==> src/rtl/dzcpu_useq.sv <==
// dzcpu_useq: microcode sequencer for the dzcpu core.
//   Accepts opcode bytes from fetch, loads the micro-PC from external main/CB
//   dispatch LUTs, steps an external combinational microcode ROM and decodes
//   each word's next-control field into PC-increment, flag-update and
//   end-of-flow strobes. Handles stalls, conditional end-of-flow, CB-page
//   redispatch and sticky error detection.
//
// Optional feature: define DZCPU_USEQ_RETIRE_CNT_EN to add oRetireCnt, a
// 16-bit wrapping count of oEof pulses.
//
// Ports:
//   iClock, iReset          clock, synchronous active-high reset
//   iMop/iMopValid/oMopReady opcode byte handshake from fetch
//   iMainIdx, iCbIdx        main / CB page flow index from external LUTs
//   oUaddr, iUop            microcode ROM address and returned word
//   oUop, oUopValid         body field to datapath and its execute strobe
//   iStall                  freezes the sequencer
//   iFlagZ                  Z flag for conditional end-of-flow
//   oPcInc, oFlagUpd, oEof  per-uop strobes
//   oBadNext, oUpcOvf       sticky error flags (cleared only by reset)
//   oRetireCnt              retired-opcode count (optional)
module dzcpu_useq #(
  parameter int unsigned MOP_W  = 8,
  parameter int unsigned UPC_W  = 8,
  parameter int unsigned UOP_W  = 12,
  parameter int unsigned NEXT_W = 4
) (
  input  logic                    iClock,
  input  logic                    iReset,
  input  logic [MOP_W-1:0]        iMop,
  input  logic                    iMopValid,
  output logic                    oMopReady,
  input  logic [UPC_W-1:0]        iMainIdx,
  input  logic [UPC_W-1:0]        iCbIdx,
  output logic [UPC_W-1:0]        oUaddr,
  input  logic [UOP_W-1:0]        iUop,
  output logic [UOP_W-NEXT_W-1:0] oUop,
  output logic                    oUopValid,
  input  logic                    iStall,
  input  logic                    iFlagZ,
  output logic                    oPcInc,
  output logic                    oFlagUpd,
  output logic                    oEof,
  output logic                    oBadNext,
  output logic                    oUpcOvf
`ifdef DZCPU_USEQ_RETIRE_CNT_EN
  ,
  output logic [15:0]             oRetireCnt
`endif
);

  typedef enum logic [1:0] {StFetch, StRun, StCbWait} state_e;

  state_e             r_st;
  logic [UPC_W-1:0]   r_upc;
  logic               r_bad_next;
  logic               r_upc_ovf;

  state_e             w_st_d;
  logic [UPC_W-1:0]   w_upc_d;
  logic [NEXT_W-1:0]  w_next;
  logic               w_upc_max;
  logic               w_ready;
  logic               w_uop_valid;
  logic               w_pc_inc;
  logic               w_flag_upd;
  logic               w_eof;
  logic               w_adv;
  logic               w_bad;
  logic               w_ovf;
  logic               w_run;

  // The opcode itself is consumed only by the external dispatch LUTs.
  logic               w_unused;
  assign w_unused = ^iMop;

  assign w_next    = iUop[UOP_W-1 -: NEXT_W];
  assign w_upc_max = (r_upc == {UPC_W{1'b1}});
  assign w_run     = (r_st == StRun);

  always_comb begin
    w_ready     = 1'b0;
    w_uop_valid = 1'b0;
    w_pc_inc    = 1'b0;
    w_flag_upd  = 1'b0;
    w_eof       = 1'b0;
    w_adv       = 1'b0;
    w_bad       = 1'b0;
    w_ovf       = 1'b0;
    w_st_d      = r_st;
    w_upc_d     = r_upc;
    unique case (r_st)
      StFetch: begin
        w_ready = 1'b1;
        if (iMopValid) begin
          w_upc_d = iMainIdx;
          w_st_d  = StRun;
        end
      end
      StRun: begin
        // A stalled uop freezes everything; its strobes fire on the first
        // unstalled cycle.
        if (!iStall) begin
          w_uop_valid = 1'b1;
          case (w_next)
            NEXT_W'(0): w_adv = 1'b1;
            NEXT_W'(1): begin
              w_adv    = 1'b1;
              w_pc_inc = 1'b1;
            end
            NEXT_W'(2): w_eof = 1'b1;
            NEXT_W'(3): begin
              w_pc_inc = 1'b1;
              w_eof    = 1'b1;
            end
            NEXT_W'(4): begin
              w_flag_upd = 1'b1;
              w_eof      = 1'b1;
            end
            NEXT_W'(5): begin
              w_pc_inc   = 1'b1;
              w_flag_upd = 1'b1;
              w_eof      = 1'b1;
            end
            NEXT_W'(6): begin
              w_pc_inc = 1'b1;
              w_eof    = iFlagZ;
              w_adv    = ~iFlagZ;
            end
            NEXT_W'(7): begin
              w_pc_inc = 1'b1;
              w_st_d   = StCbWait;
            end
            default: begin
              w_adv = 1'b1;
              w_bad = 1'b1;
            end
          endcase
          if (w_eof) begin
            // Park uPC at 0 while idle.
            w_st_d  = StFetch;
            w_upc_d = '0;
          end else if (w_adv) begin
            // No wrap at the top of the ROM: hold and flag instead.
            if (w_upc_max) begin
              w_ovf = 1'b1;
            end else begin
              w_upc_d = r_upc + UPC_W'(1);
            end
          end
        end
      end
      StCbWait: begin
        w_ready = 1'b1;
        if (iMopValid) begin
          w_upc_d = iCbIdx;
          w_st_d  = StRun;
        end
      end
      default: w_st_d = StFetch;
    endcase
  end

  always_ff @(posedge iClock) begin
    if (iReset) begin
      r_st       <= StFetch;
      r_upc      <= '0;
      r_bad_next <= 1'b0;
      r_upc_ovf  <= 1'b0;
    end else begin
      r_st  <= w_st_d;
      r_upc <= w_upc_d;
      if (w_bad) r_bad_next <= 1'b1;
      if (w_ovf) r_upc_ovf <= 1'b1;
    end
  end

  // Every output is forced low while reset is held.
  assign oMopReady = w_ready & ~iReset;
  assign oUaddr    = iReset ? '0 : r_upc;
  assign oUop      = (w_run && !iReset) ? iUop[UOP_W-NEXT_W-1:0] : '0;
  assign oUopValid = w_uop_valid & ~iReset;
  assign oPcInc    = w_pc_inc & ~iReset;
  assign oFlagUpd  = w_flag_upd & ~iReset;
  assign oEof      = w_eof & ~iReset;
  assign oBadNext  = r_bad_next & ~iReset;
  assign oUpcOvf   = r_upc_ovf & ~iReset;

`ifdef DZCPU_USEQ_RETIRE_CNT_EN
  logic [15:0] r_retire_cnt;

  always_ff @(posedge iClock) begin
    if (iReset) begin
      r_retire_cnt <= '0;
    end else if (w_eof) begin
      r_retire_cnt <= r_retire_cnt + 16'd1;
    end
  end

  assign oRetireCnt = iReset ? 16'd0 : r_retire_cnt;
`endif

endmodule

==> config.mk <==
export PLATFORM = sky130hd
export DESIGN_NAME = dzcpu_useq
export DESIGN_NICKNAME = d
export VERILOG_FILES = /design/src/rtl/dzcpu_useq.sv
export SDC_FILE = /design/constraint.sdc
export NUM_CORES = 1
export LEC_CHECK = 0
export CAP_MARGIN = 10
export CELL_PAD_IN_SITES_DETAIL_PLACEMENT = 2
export CELL_PAD_IN_SITES_GLOBAL_PLACEMENT = 2
export CORE_MARGIN = 2
export CORE_UTILIZATION = 19
export DETAILED_ROUTE_END_ITERATION = 8
export GPL_ROUTABILITY_DRIVEN = 0
export PLACE_DENSITY = 0.87
export SLEW_MARGIN = 20
export SYNTH_ARGS = -nofsm -noshare
export SYNTH_HDL_FRONTEND = slang
export SYNTH_SLANG_ARGS = --single-unit
==> constraint.sdc <==
create_clock -name iClock -period 2.6 [get_ports iClock]
set_clock_uncertainty 0.2 [all_clocks]
set_input_delay 0.26 -clock iClock [delete_from_list [all_inputs] [get_ports iClock]]
set_output_delay 0.26 -clock iClock [all_outputs]
set_load 0.02 [all_outputs]
==> results.toml <==
[yosys]
asyncSetResetFlopFracSynth = 0
synthesis.nets = 185
avgSynthCellArea_um2 = 7.716
synth-edff-count = 0
synth_seq_cells = 12
dominantRegCellSynth = "sky130_fd_sc_hd__dfxtp_1"
netlist_top_cells_area = "sky130_fd_sc_hd__dfxtp_1 (23%), sky130_fd_sc_hd__ha_1 (7.1%), sky130_fd_sc_hd__nor2b_1 (6.5%)"
ys_types = 44
synth_cells = 138
synth_top_cell_area_share = 0.2256
synthesis.yosys.warnings = 0
netlist_area_before_placement_um2 = 1065
synth_area_leader_cell = "sky130_fd_sc_hd__dfxtp_1"
seq_area_frac_synth = 0.2256

[sta]
finalCritPeriodShare = 0.9356
setup_viol = 0
achievable-frequency_ghz = 0.4111
max_slew_margin = 0.7757
final-max-slew-violation-count = 0
final_hold_viol_count = 0
tightestPinTransition_ps = 336.5
setup_repair_after_global_routing_missed_its_margin = "no"
timing.setup.tns_ps = 0
layout_min_cycle_time_ps = 2433

[worst_setup_path]
path_max_fanout = 8
start_kind = "flop"
cp.arrival_ps = 1970
crit_required_ps = 2140
crit_type = "reg2out"
crit_path_end_kind = "output pin"

[cts]
cts_inserted_buffers = 3
clock-root-buffer = "sky130_fd_sc_hd__clkbuf_8"
cts-root-to-sink-buffers = 2
clk_latency_ps = 250
cts_max_level = 1
cts_hold_buffers = 0
cts_tree = "done"
cts_sinks = 12
clock_pin_slew_of_the_registers_on_the_worst_case_setup_and_hold_paths_ps = 60

[floorplanning]
die_w_um = 78.86
die_area_um2 = 6219
floorplan_core_area_um2 = 5473
placement_rows = 27
start_util = 0.1946
boundaryPins = 64
die-height_um = 78.86

[grt]
total_congestion_overflow_after_global_routing = 0
grt_pass1_vias = 1359
pin_count_of_the_biggest_net_entering_global_routing = 22
grt_use_total = 0.1395
initial_antenna_violation_count = 0
grt_pass1_wl_mm = 6.768

[layout]
drive_gt1_frac = 0.1111
finalInstanceArea_um2 = 1782
fill_cells = 669
nets = 246
n_antenna_cell = 0
area.growth.synth_to_final_pct = 67.33

[placement]
numPortBuffers = 55
place.detailed.hpwl_mm = 3.298
post_dp_cell_area_um2 = 1727

[routing]
route.antenna.remaining_nets = 0
route.final.wire_length_mm = 4.145
dr_total_vias = 1267
drcViolationCount = 0
drt-initial-drc-count = 18
route.detailed.vias_per_inst = 4.693
routed_wire_length_per_instance_um = 15.35
dr.pass1.iters = 4

[run_status]
outcome = "finished, final reports clean"

[hold_path]
hp-class = "reg2reg"

[power]
vdd_drop_max_uv = 183.8
power_density_nw_per_um2 = 498.9
leakagePower_nw = 0.7346

[run]
drv.max_cap_violation_count = 0
through the flow:
| step | util | setup WS, ps | hold WS, ps | cells | total power [mW] |
|---|---|---|---|---|---|
| after floorplan | - | 267.2 | 170.4 | 138 | 0.4901 |
| after global placement | 0.3155 | 162.7 | 349.4 | 266 | 0.6620 |
| after detailed placement | 0.3155 | 89.99 | 373.5 | 266 | 0.6779 |
| after CTS | 0.3251 | 0.02687 | 383.1 | 270 | 0.9048 |
| after global routing | 0.3256 | 8.751 | 401.1 | 270 | 0.9523 |
| final | 0.3256 | 167.4 | 378.5 | 270 | 0.8889 |
repair_timing:
action | CTS | global route
endpoints found under the setup margin | 2 | 1
setup buffers | 0 | 0
gates resized for setup | 2 | 1
pin swaps | 0 | 0
cell type report:
type,count,area [µm²],area share
repair buffers,63,610.6,0.3427
inverters,5,18.77,0.01053
well taps,72,90.09,0.05056
flip-flops and latches,12,240.2,0.1348
multi-input cells,114,767.0,0.4305
clock buffers,4,55.05,0.03090
flip-flops by register name (all words and copies together) (netlist names):
signal,cells
r_upc,8
r_upc_ovf,1
r_st,2
r_bad_next,1
logic make-up after synthesis:
kind of cell | count (synthesis) | share of synthesized area
AO/OA/AOI/OAI | 33 | 0.2244
XOR/XNOR | 6 | 0.04935
adder cells (fa/ha/maj) | 6 | 0.07050
buffers and inverters | 12 | 0.05405
flip-flops | 12 | 0.2256
multiplexers | 4 | 0.04230
AND/OR/NAND/NOR | 65 | 0.3338
synth_stat cells (2+ instances only):
| cell type | count |
|---|---|
| sky130_fd_sc_hd__and4_1 | 2 |
| sky130_fd_sc_hd__nor2_1 | 15 |
| sky130_fd_sc_hd__a32o_1 | 2 |
| sky130_fd_sc_hd__ha_1 | 6 |
| sky130_fd_sc_hd__nand3_1 | 3 |
| sky130_fd_sc_hd__o41ai_2 | 2 |
| sky130_fd_sc_hd__o41ai_1 | 2 |
| sky130_fd_sc_hd__or4_1 | 3 |
| sky130_fd_sc_hd__xnor2_1 | 5 |
| sky130_fd_sc_hd__nor2b_1 | 11 |
| sky130_fd_sc_hd__o21ai_0 | 8 |
| sky130_fd_sc_hd__dfxtp_1 | 12 |
| sky130_fd_sc_hd__clkbuf_1 | 4 |
| sky130_fd_sc_hd__mux2i_1 | 3 |
| sky130_fd_sc_hd__and2_1 | 8 |
| sky130_fd_sc_hd__nand2_1 | 12 |
| sky130_fd_sc_hd__a21o_1 | 2 |
| sky130_fd_sc_hd__inv_1 | 5 |
| sky130_fd_sc_hd__o21ai_1 | 3 |
| sky130_fd_sc_hd__a21oi_1 | 5 |
| sky130_fd_sc_hd__a211oi_1 | 2 |
worst max-delay path, cell delays in order (launching register included):
cell and delay (ps):
sky130_fd_sc_hd__dfxtp_1 350, sky130_fd_sc_hd__inv_1 100, sky130_fd_sc_hd__ha_1 170, sky130_fd_sc_hd__nor2b_1 180, sky130_fd_sc_hd__buf_4 160, sky130_fd_sc_hd__and2_1 140, sky130_fd_sc_hd__clkdlybuf4s50_1 620
placed cells by master, fill, tap and decap left out, types with 2 or more instances in the layout:
| cell type | synthesis | layout |
|---|---|---|
| sky130_fd_sc_hd__clkdlybuf4s50_1 | 0 | 52 |
| sky130_fd_sc_hd__nor2_1 | 15 | 15 |
| sky130_fd_sc_hd__nand2_1 | 12 | 12 |
| sky130_fd_sc_hd__dfxtp_1 | 12 | 12 |
| sky130_fd_sc_hd__nor2b_1 | 11 | 11 |
| sky130_fd_sc_hd__and2_1 | 8 | 8 |
| sky130_fd_sc_hd__o21ai_0 | 8 | 8 |
| sky130_fd_sc_hd__buf_4 | 1 | 8 |
| sky130_fd_sc_hd__ha_1 | 6 | 6 |
| sky130_fd_sc_hd__inv_1 | 5 | 5 |
| sky130_fd_sc_hd__a21oi_1 | 5 | 5 |
| sky130_fd_sc_hd__xnor2_1 | 5 | 5 |
| sky130_fd_sc_hd__clkbuf_8 | 0 | 4 |
| sky130_fd_sc_hd__or4_1 | 3 | 3 |
| sky130_fd_sc_hd__o21ai_1 | 3 | 3 |
| sky130_fd_sc_hd__mux2i_1 | 3 | 3 |
| sky130_fd_sc_hd__nand3_1 | 3 | 3 |
| sky130_fd_sc_hd__a211oi_1 | 2 | 2 |
| sky130_fd_sc_hd__and4_1 | 2 | 2 |
| sky130_fd_sc_hd__o41ai_2 | 2 | 2 |
| sky130_fd_sc_hd__a21o_1 | 2 | 2 |
| sky130_fd_sc_hd__a32o_1 | 2 | 2 |
| sky130_fd_sc_hd__o41ai_1 | 2 | 2 |
| sky130_fd_sc_hd__dlygate4sd2_1 | 0 | 2 |
per-layer routing:
layer,vias to the layer above,track usage,part of all wire
met5,-,0,0
met4,0,0.04138,0.012
met2,49,0.2684,0.52
met1,607,0.1556,0.41
met3,5,0.02386,0.062
li1,606,-,-
path summary, 6_finish.rpt:
| check | startpoint | to | slack (ps) | depth (start not counted) |
|---|---|---|---|---|
| max | r_st[1]$_SDFFE_PP0P_ | oUop[1] | 170 | 6 |
| min | r_st[1]$_SDFFE_PP0P_ | r_st[1]$_SDFFE_PP0P_ | 380 | 2 |
| max reg2reg | r_st[1]$_SDFFE_PP0P_ | r_upc[2]$_SDFFE_PP0P_ | 290 | 8 |
| min reg2reg | r_st[1]$_SDFFE_PP0P_ | r_st[1]$_SDFFE_PP0P_ | 380 | 2 |
report_power, final:
group	internal, mW	leakage, nW	switching (mW)	total [mW]
clock network	0.134	0.0288	0.0825	0.217
registers	0.215	0.0985	0.0360	0.251
logic	0.209	0.607	0.212	0.421
Power figures use the tool's default switching activity.
